**config.mk**
```make
export PLATFORM = sky130hd
export DESIGN_NAME = fm7_cs_sequencer
export DESIGN_NICKNAME = d
export VERILOG_FILES = /design/src/rtl/fm7_bus_pkg.sv /design/src/rtl/fm7_wait_counter.sv /design/src/rtl/fm7_cs_sequencer.sv
export SDC_FILE = /design/constraint.sdc
export NUM_CORES = 1
export LEC_CHECK = 0
export ABC_AREA = 1
export ABC_CLOCK_PERIOD_IN_PS = 2470
export CAP_MARGIN = 5
export CORE_MARGIN = 2
export CORE_UTILIZATION = 50
export CTS_CLUSTER_DIAMETER = 120
export DETAILED_ROUTE_END_ITERATION = 8
export PLACE_DENSITY_LB_ADDON = 0.25
export SLEW_MARGIN = 40
export SYNTH_ARGS = -nofsm -noshare
export SYNTH_HDL_FRONTEND = slang
export SYNTH_HIERARCHICAL = 1
export SYNTH_SLANG_ARGS = --single-unit
```
**constraint.sdc**
```tcl
create_clock -name clk -period 2.47 [get_ports clk]
set_input_delay 0.6175 -clock clk [delete_from_list [all_inputs] [get_ports clk]]
set_output_delay 0.6175 -clock clk [all_outputs]
set_load 0.05 [all_outputs]
```
**src/rtl/fm7_bus_pkg.sv**
```systemverilog
// fm7_bus_pkg
//   Shared types and constants for the FM-7 chip-select sequencer.
//   - fm7_state_t : access sequencer states (IDLE / WAIT / DONE)
//   - FM7_SEL_W, FM7_WAIT_W : default select and wait-counter widths
//   - fm7_num_cs() : number of chip-select outputs for a given select width
package fm7_bus_pkg;

  typedef enum logic [1:0] {
    IDLE = 2'd0,
    WAIT = 2'd1,
    DONE = 2'd2
  } fm7_state_t;

  localparam int FM7_SEL_W  = 3;
  localparam int FM7_WAIT_W = 2;

  function automatic int fm7_num_cs(input int sel_w);
    return 1 << sel_w;
  endfunction

  localparam int FM7_N = fm7_num_cs(FM7_SEL_W);

endpackage

```
**src/rtl/fm7_wait_counter.sv**
```systemverilog
// fm7_wait_counter
//   Wait-state down-counter: loads a count, decrements while enabled and
//   saturates at zero.
// Ports
//   clk       in   system clock
//   rst_n     in   asynchronous active-low reset (count -> 0)
//   load      in   load load_val this cycle (has priority over dec)
//   load_val  in   WAIT_W   value to load
//   dec       in   decrement by one this cycle (never below zero)
//   zero_next out  count reaches zero at the end of this decrementing cycle
module fm7_wait_counter #(
  parameter int WAIT_W = 2
) (
  input  logic              clk,
  input  logic              rst_n,
  input  logic              load,
  input  logic [WAIT_W-1:0] load_val,
  input  logic              dec,
  output logic              zero_next
);

  logic [WAIT_W-1:0] cnt_reg;

  always_ff @(posedge clk or negedge rst_n) begin
    if (!rst_n) begin
      cnt_reg <= '0;
    end else if (load) begin
      cnt_reg <= load_val;
    end else if (dec && (cnt_reg != '0)) begin
      cnt_reg <= cnt_reg - 1'b1;
    end
  end

  // A count of 1 (or 0) means this is the last wait cycle.
  assign zero_next = (cnt_reg <= WAIT_W'(1));

endmodule

```
**src/rtl/fm7_cs_sequencer.sv**
```systemverilog
// fm7_cs_sequencer
//   '138-style decoder with per-output wait states. A req with the three
//   enables true latches sel, drives the selected chip select low for
//   wait_cfg[sel]+1 cycles and pulses ready on the last of them. A req with
//   the enables false produces a ready+miss pulse and no select.
// Ports
//   clk, rst_n            clock, asynchronous active-low reset
//   g1, g2a_n, g2b_n      '138 enables (G1 high, G2A/G2B low)
//   sel      [SEL_W]      output index (sel[0] = A)
//   req                   one-cycle access request
//   wait_cfg [N*WAIT_W]   wait count of output i at [i*WAIT_W +: WAIT_W]
//   y_n      [N]          registered active-low chip selects
//   ready                 one-cycle access-complete pulse
//   miss                  with ready: request had enables false
//   busy                  access in progress
//   overrun               sticky: req seen while busy
module fm7_cs_sequencer
  import fm7_bus_pkg::*;
#(
  parameter int SEL_W  = FM7_SEL_W,
  parameter int WAIT_W = FM7_WAIT_W,
  localparam int N     = fm7_num_cs(SEL_W)
) (
  input  logic                clk,
  input  logic                rst_n,
  input  logic                g1,
  input  logic                g2a_n,
  input  logic                g2b_n,
  input  logic [SEL_W-1:0]    sel,
  input  logic                req,
  input  logic [N*WAIT_W-1:0] wait_cfg,
  output logic [N-1:0]        y_n,
  output logic                ready,
  output logic                miss,
  output logic                busy,
  output logic                overrun
);

  fm7_state_t        state_reg;
  logic [SEL_W-1:0]  idx_reg;
  logic [N-1:0]      y_n_reg;
  logic              ready_reg;
  logic              miss_reg;
  logic              busy_reg;
  logic              overrun_reg;

  logic [WAIT_W-1:0] wait_arr [N];
  logic [WAIT_W-1:0] sel_wait;
  logic              en;
  logic              accept;
  logic              zero_next;

  for (genvar gi = 0; gi < N; gi++) begin : g_wait_slice
    assign wait_arr[gi] = wait_cfg[gi*WAIT_W +: WAIT_W];
  end

  assign en       = g1 & ~g2a_n & ~g2b_n;
  assign sel_wait = wait_arr[sel];
  assign accept   = (state_reg == IDLE) && req && en;

  function automatic logic [N-1:0] cs_decode(input logic [SEL_W-1:0] s);
    logic [N-1:0] v;
    v    = '1;
    v[s] = 1'b0;
    return v;
  endfunction

  // The counter is loaded on the accept edge, so it holds the full wait
  // count during the first WAIT cycle.
  fm7_wait_counter #(
    .WAIT_W (WAIT_W)
  ) u_wait_counter (
    .clk       (clk),
    .rst_n     (rst_n),
    .load      (accept),
    .load_val  (sel_wait),
    .dec       (state_reg == WAIT),
    .zero_next (zero_next)
  );

  always_ff @(posedge clk or negedge rst_n) begin
    if (!rst_n) begin
      state_reg   <= IDLE;
      idx_reg     <= '0;
      y_n_reg     <= '1;
      ready_reg   <= 1'b0;
      miss_reg    <= 1'b0;
      busy_reg    <= 1'b0;
      overrun_reg <= 1'b0;
    end else begin
      ready_reg <= 1'b0;
      miss_reg  <= 1'b0;
      case (state_reg)
        IDLE: begin
          y_n_reg  <= '1;
          busy_reg <= 1'b0;
          if (req && en) begin
            idx_reg  <= sel;
            y_n_reg  <= cs_decode(sel);
            busy_reg <= 1'b1;
            if (sel_wait != '0) begin
              state_reg <= WAIT;
            end else begin
              // Zero wait: select and ready appear together.
              state_reg <= DONE;
              ready_reg <= 1'b1;
            end
          end else if (req) begin
            ready_reg <= 1'b1;
            miss_reg  <= 1'b1;
          end
        end
        WAIT: begin
          y_n_reg <= cs_decode(idx_reg);
          if (req) overrun_reg <= 1'b1;
          if (zero_next) begin
            state_reg <= DONE;
            ready_reg <= 1'b1;
          end
        end
        DONE: begin
          // A req here is refused, guaranteeing an all-high gap cycle.
          if (req) overrun_reg <= 1'b1;
          state_reg <= IDLE;
          y_n_reg   <= '1;
          busy_reg  <= 1'b0;
        end
        default: begin
          state_reg <= IDLE;
          y_n_reg   <= '1;
          busy_reg  <= 1'b0;
        end
      endcase
    end
  end

  assign y_n     = y_n_reg;
  assign ready   = ready_reg;
  assign miss    = miss_reg;
  assign busy    = busy_reg;
  assign overrun = overrun_reg;

endmodule

```
# == Yosys cells after proc, flatten, opt, wreduce, memory -nomap -nowiden ==
# Index checks and enable logic that the tools add are counted.
# totals
register_bits,19
inputBits,25
out_inout_bits,12
wordCells,64
# classes
n_addsub,1
n_lt_le_gt_ge,6
eq_ne,4
mux,24
bitwise_logic,7
reduce_logical,14
# ops
cell,count
$not 8->8,2
$pmux 8 s2,1
$mux 2,7
$mux 1,9
$lt 3x4->1 const B,2
$mux 8,1
$bmux 2 s3,1
$demux 1 s3,2
$ge 3x1->1 const B,2
$logic_and 1x1->1,6
$reduce_and 2->1,3
$reduce_bool 2->1,3
$ge 4x4->1 const B,1
$not 3->4,1
$pmux 1 s2,2
$pmux 2 s2,1
$and 1x1->1,2
$eq 2x1->1 const B,1
$eq 2x2->1 const B,1
$le 2x1->1 const B,1
$logic_not 2->1,1
$ne 2x1->1 const B,1
$ne 2x2->1 const B,1
$not 1->1,2
other kinds (2),2

# == Depth between registers and ports, before layout ==
# logic_depth
depth_word,8
mapped_depth,13
mapped_depth_nobuf,12

# == By module ==
# The synthesis kept the hierarchy.
# by_module_without_submodules
module,n_inst,cells_each,area_per_inst_um2,seq_area_each_um2
fm7_cs_sequencer,1,143,1081.0,435.4
fm7_wait_counter,1,21,146.4,50.0

# == Least setup slack after synthesis ==
# No wires, ideal clock.
# synth_path
path_type,input -> register
from,input g2a_n
to,register u_wait_counter.cnt_reg[1]
setup_ns,0.117
arrival_time_ns,1.456
required_ns,2.353
path_slack_ns,0.897
stages,5
path_buffers,0
path_cell_list,nand3b_1 > nor2_1 > o21ai_0 > nand2_1 > nand2_1
# synth_between
elab_chain_cells,5
word_cells_on_any_way,6
cone_classes,mux (1); bitwise (3); reduce/logical (2)
# synth_lines
item,line,rtl
"start, declared",fm7_cs_sequencer.sv:27,"input logic g2a_n,"
$not 1->1 (*),fm7_cs_sequencer.sv:57,assign en = g1 & ~g2a_n & ~g2b_n;
$and 1x1->1 (*) (2 in a row),fm7_cs_sequencer.sv:57,
$logic_and 1x1->1 (*),fm7_cs_sequencer.sv:59,assign accept = (state_reg == IDLE) && req && en;
via accept,fm7_cs_sequencer.sv:50,logic accept;
$mux 2 or $reduce_bool 2->1 (tied branches),--,
"end signal, assigned",fm7_wait_counter.sv:28,cnt_reg <= load_val;
"end signal, assigned",fm7_wait_counter.sv:30,cnt_reg <= cnt_reg - 1'b1;
"end, declared",fm7_wait_counter.sv:22,logic [WAIT_W-1:0] cnt_reg;
# Mark *: on every way through the listed nets, which the timed path passes. The rest lies on a longest branch.
# A chain may end at the register's enable or synchronous reset.

# == Final worst setup path ==
# layout_path
from,register y_n_reg[7] (netlist: y_n[7])
to,output y_n[7]
# layout_lines
item,line,rtl
"start, declared",fm7_cs_sequencer.sv:41,logic [N-1:0] y_n_reg;
"start signal, assigned",fm7_cs_sequencer.sv:99,y_n_reg <= cs_decode(sel);
"start signal, assigned",fm7_cs_sequencer.sv:114,y_n_reg <= cs_decode(idx_reg);
"end, declared",fm7_cs_sequencer.sv:32,"output logic [N-1:0] y_n,"
# No word-level cell between the ends.

==> qor.txt <==
Status = completed
Yosys reg bits = 19
Final nets = 231
R2R Setup Slk = 0.83 ns
Kind of critical path = reg2out
Slew headroom = 65.67%
Fillers = 184
1st-pass router iterations = 4
Slew Limit Fails = 0
Hold_buf cts = 0
Worst setup margin = 0.2163 ns
Worst hold stages = 1
Total global-route track usage = 21.62%
Final Cell Area = 1625 sq um
Unrepaired setup endpoints after global routing = no
Die Wd = 53.55 microns
Worst hold path class = reg2reg
Crit. End Element = output port
Worst path arrival time = 1.64 ns
Worst reg-to-reg path cell count = 9
Highest clock rate = 443.7 MHz
Crit-path max FO = 1
DP Area = 1599 sq um
Global-route wire length before repair = 4471 microns
Final Util = 71.41%
WP data required = 1.85 ns
Post-DRT Antenna Nets = 0
Final Cycle Share = 91.24%
Syn Area/Cell = 7.484 sq um
Syn Nets = 193
PortBufs = 36
Most common cell after layout, fill and taps aside = nand2_1
Antenna cells = 0
Slew @ Worst Pin = 0.5134 ns
Setup_tns = 0 ns
Commonest non-fill, non-tap cells in the layout = nand2_1, clkdlybuf4s50_1, inv_1
GRT overflow = 0
Max Clock Skew = 0.003966 ns
Post-synth EDFFs = 0
Clock Tree Root = clkbuf_4
# setup viols final = 0
Hold path start = overrun$_DFFE_PN0P_
Fin crit period = 2.254 ns
I/O pin cnt = 37
Synthesized area = 1227 sq um
Worst r2r dst = u_wait_counter/cnt_reg[1]$_DFFE_PN0P_
Hold endpoint = overrun$_DFFE_PN0P_
CP delay by family, top = buffers and inverters
Layout cells sized above 1 = 18.41%
Critical-path cell list = clkdlybuf4s50_1
Initial Util = 53.93%
Place WS = 0.2667 ns
DRC viols = 0
Core area = 2276 sq um
DPL Wire Length = 2069 microns
Ys flop type = dfrtp_1
Initial antenna violation count = 0
TritonCTS clock tree = done
Die area = 2867 sq um
Vias = 1172
Layout area overhead = 32.42%
Iteration-0 DRC Markers = 16
Worst path slowest cell = clkdlybuf4s50_1
Max stage delay on crit path = 0.81 ns
Wirelength per Cell = 11.21 microns
Clock sinks = 19
Vias in the first global route = 1097
Final WL = 2566 microns
H-tree depth = 1
Distinct cells, synth = 27
GPL Wtd Cong = 0.8955
CTS clk-pin slew, worst paths = 0.11 ns
MaxCap Viol Count = 0
TritonCTS Buffers = 3
Startpoint class of the critical path = register
Hold Slack = 0.4627 ns
Cells after Synth = 164
CP bufs+invs = 1
Final hold vios = 0
Largest net degree at the start of global routing = 20
Die H = 53.55 microns
VDD IR-drop max = 0.7548 mV
Rows = 17
Skew-Pair Late Insertion Delay = 0.30 ns
Post-CTS Setup Bufs = 0
Post-CTS sizing = 0
Sequential share of the synthesized area = 39.55%
Static Leakage = 0.0007759 uW
Ys async rst share = 100.0%
Power density over cell area = 1056 nW/um^2
Critical R2R Launch = state_reg[1]$_DFFE_PN0P_
Synth Warn # = 6
Max FFs per register = 8
Longest Clk Path Bufs = 2
Vias/cell = 5.118
==> report_power, final <==
group | leakage, uW | internal, uW | switching, uW | total, uW
clock network | 0.0000150 | 62.9 | 93.7 | 157
registers | 0.000218 | 484 | 60.5 | 545
logic | 0.000543 | 344 | 670 | 1010
==> worst max path at each step <==
stage                                            endpoint  depth (start not counted)  slack (ns)              from
CTS                                                y_n[7]                          1        0.20  y_n[7]$_DFF_PN1_
finish                                             y_n[7]                          1        0.22  y_n[7]$_DFF_PN1_
floorplan           u_wait_counter/cnt_reg[1]$_DFFE_PN0P_                          5        0.90             g2a_n
detailed placement  u_wait_counter/cnt_reg[0]$_DFFE_PN0P_                         12        0.27            sel[1]
global route                                       y_n[7]                          1        0.17  y_n[7]$_DFF_PN1_
global placement    u_wait_counter/cnt_reg[0]$_DFFE_PN0P_                         12        0.31            sel[1]
==> Yosys cell counts (2+ instances only) <==
library cell   n  area, sq um
nand2_1       53        198.9
inv_1         15        56.30
o21ai_0       13        65.06
nand3_1       12        60.06
dfrtp_1       11        275.3
dfstp_2        8        210.2
inv_2          8        30.03
nand2_2        6        37.54
nor2_1         6        22.52
ha_1           4        50.05
o31ai_1        4        30.03
nand3_2        3        30.03
nand4_1        3        18.77
buf_4          2        15.01
buf_6          2        22.52
nand3b_1       2        15.01
nor2_2         2        12.51
==> layout make-up <==
cell class | instances | area, sq um | area share (%)
well taps | 28 | 35.03 | 2.156
clock buffers | 4 | 26.28 | 1.617
inverters | 23 | 86.33 | 5.312
repair buffers | 39 | 382.9 | 23.56
multi-input cells | 116 | 609.3 | 37.49
flip-flops and latches | 19 | 485.5 | 29.87
==> per-layer routing <==
metal  share of wire (%)  wire, microns  up-vias  track usage (%)
li1                    -              -      594                -
met1                  43           1116      530            26.02
met2                  49           1268       44            37.45
met3                 5.8            149        4            3.611
met4                 1.2             31        0            10.26
met5                   0              0        -                0
==> logic make-up after synthesis <==
logic type               after synthesis  share of synthesized area [%]
flip-flops                            19                          39.55
AND/OR/NAND/NOR                       91                          35.58
adder cells (fa/ha/maj)                4                          4.078
buffers and inverters                 29                          10.80
AO/OA/AOI/OAI                         21                          9.990
==> metrics by stage <==
stage	total power, uW	std cells
2_1_floorplan	1270	164
3_3_place_gp	1521	225
5_1_grt	1854	229
4_1_cts	1718	229
6_report	1716	229
3_5_place_dp	1564	225
Note: power is estimated with default switching activity, not from simulation.
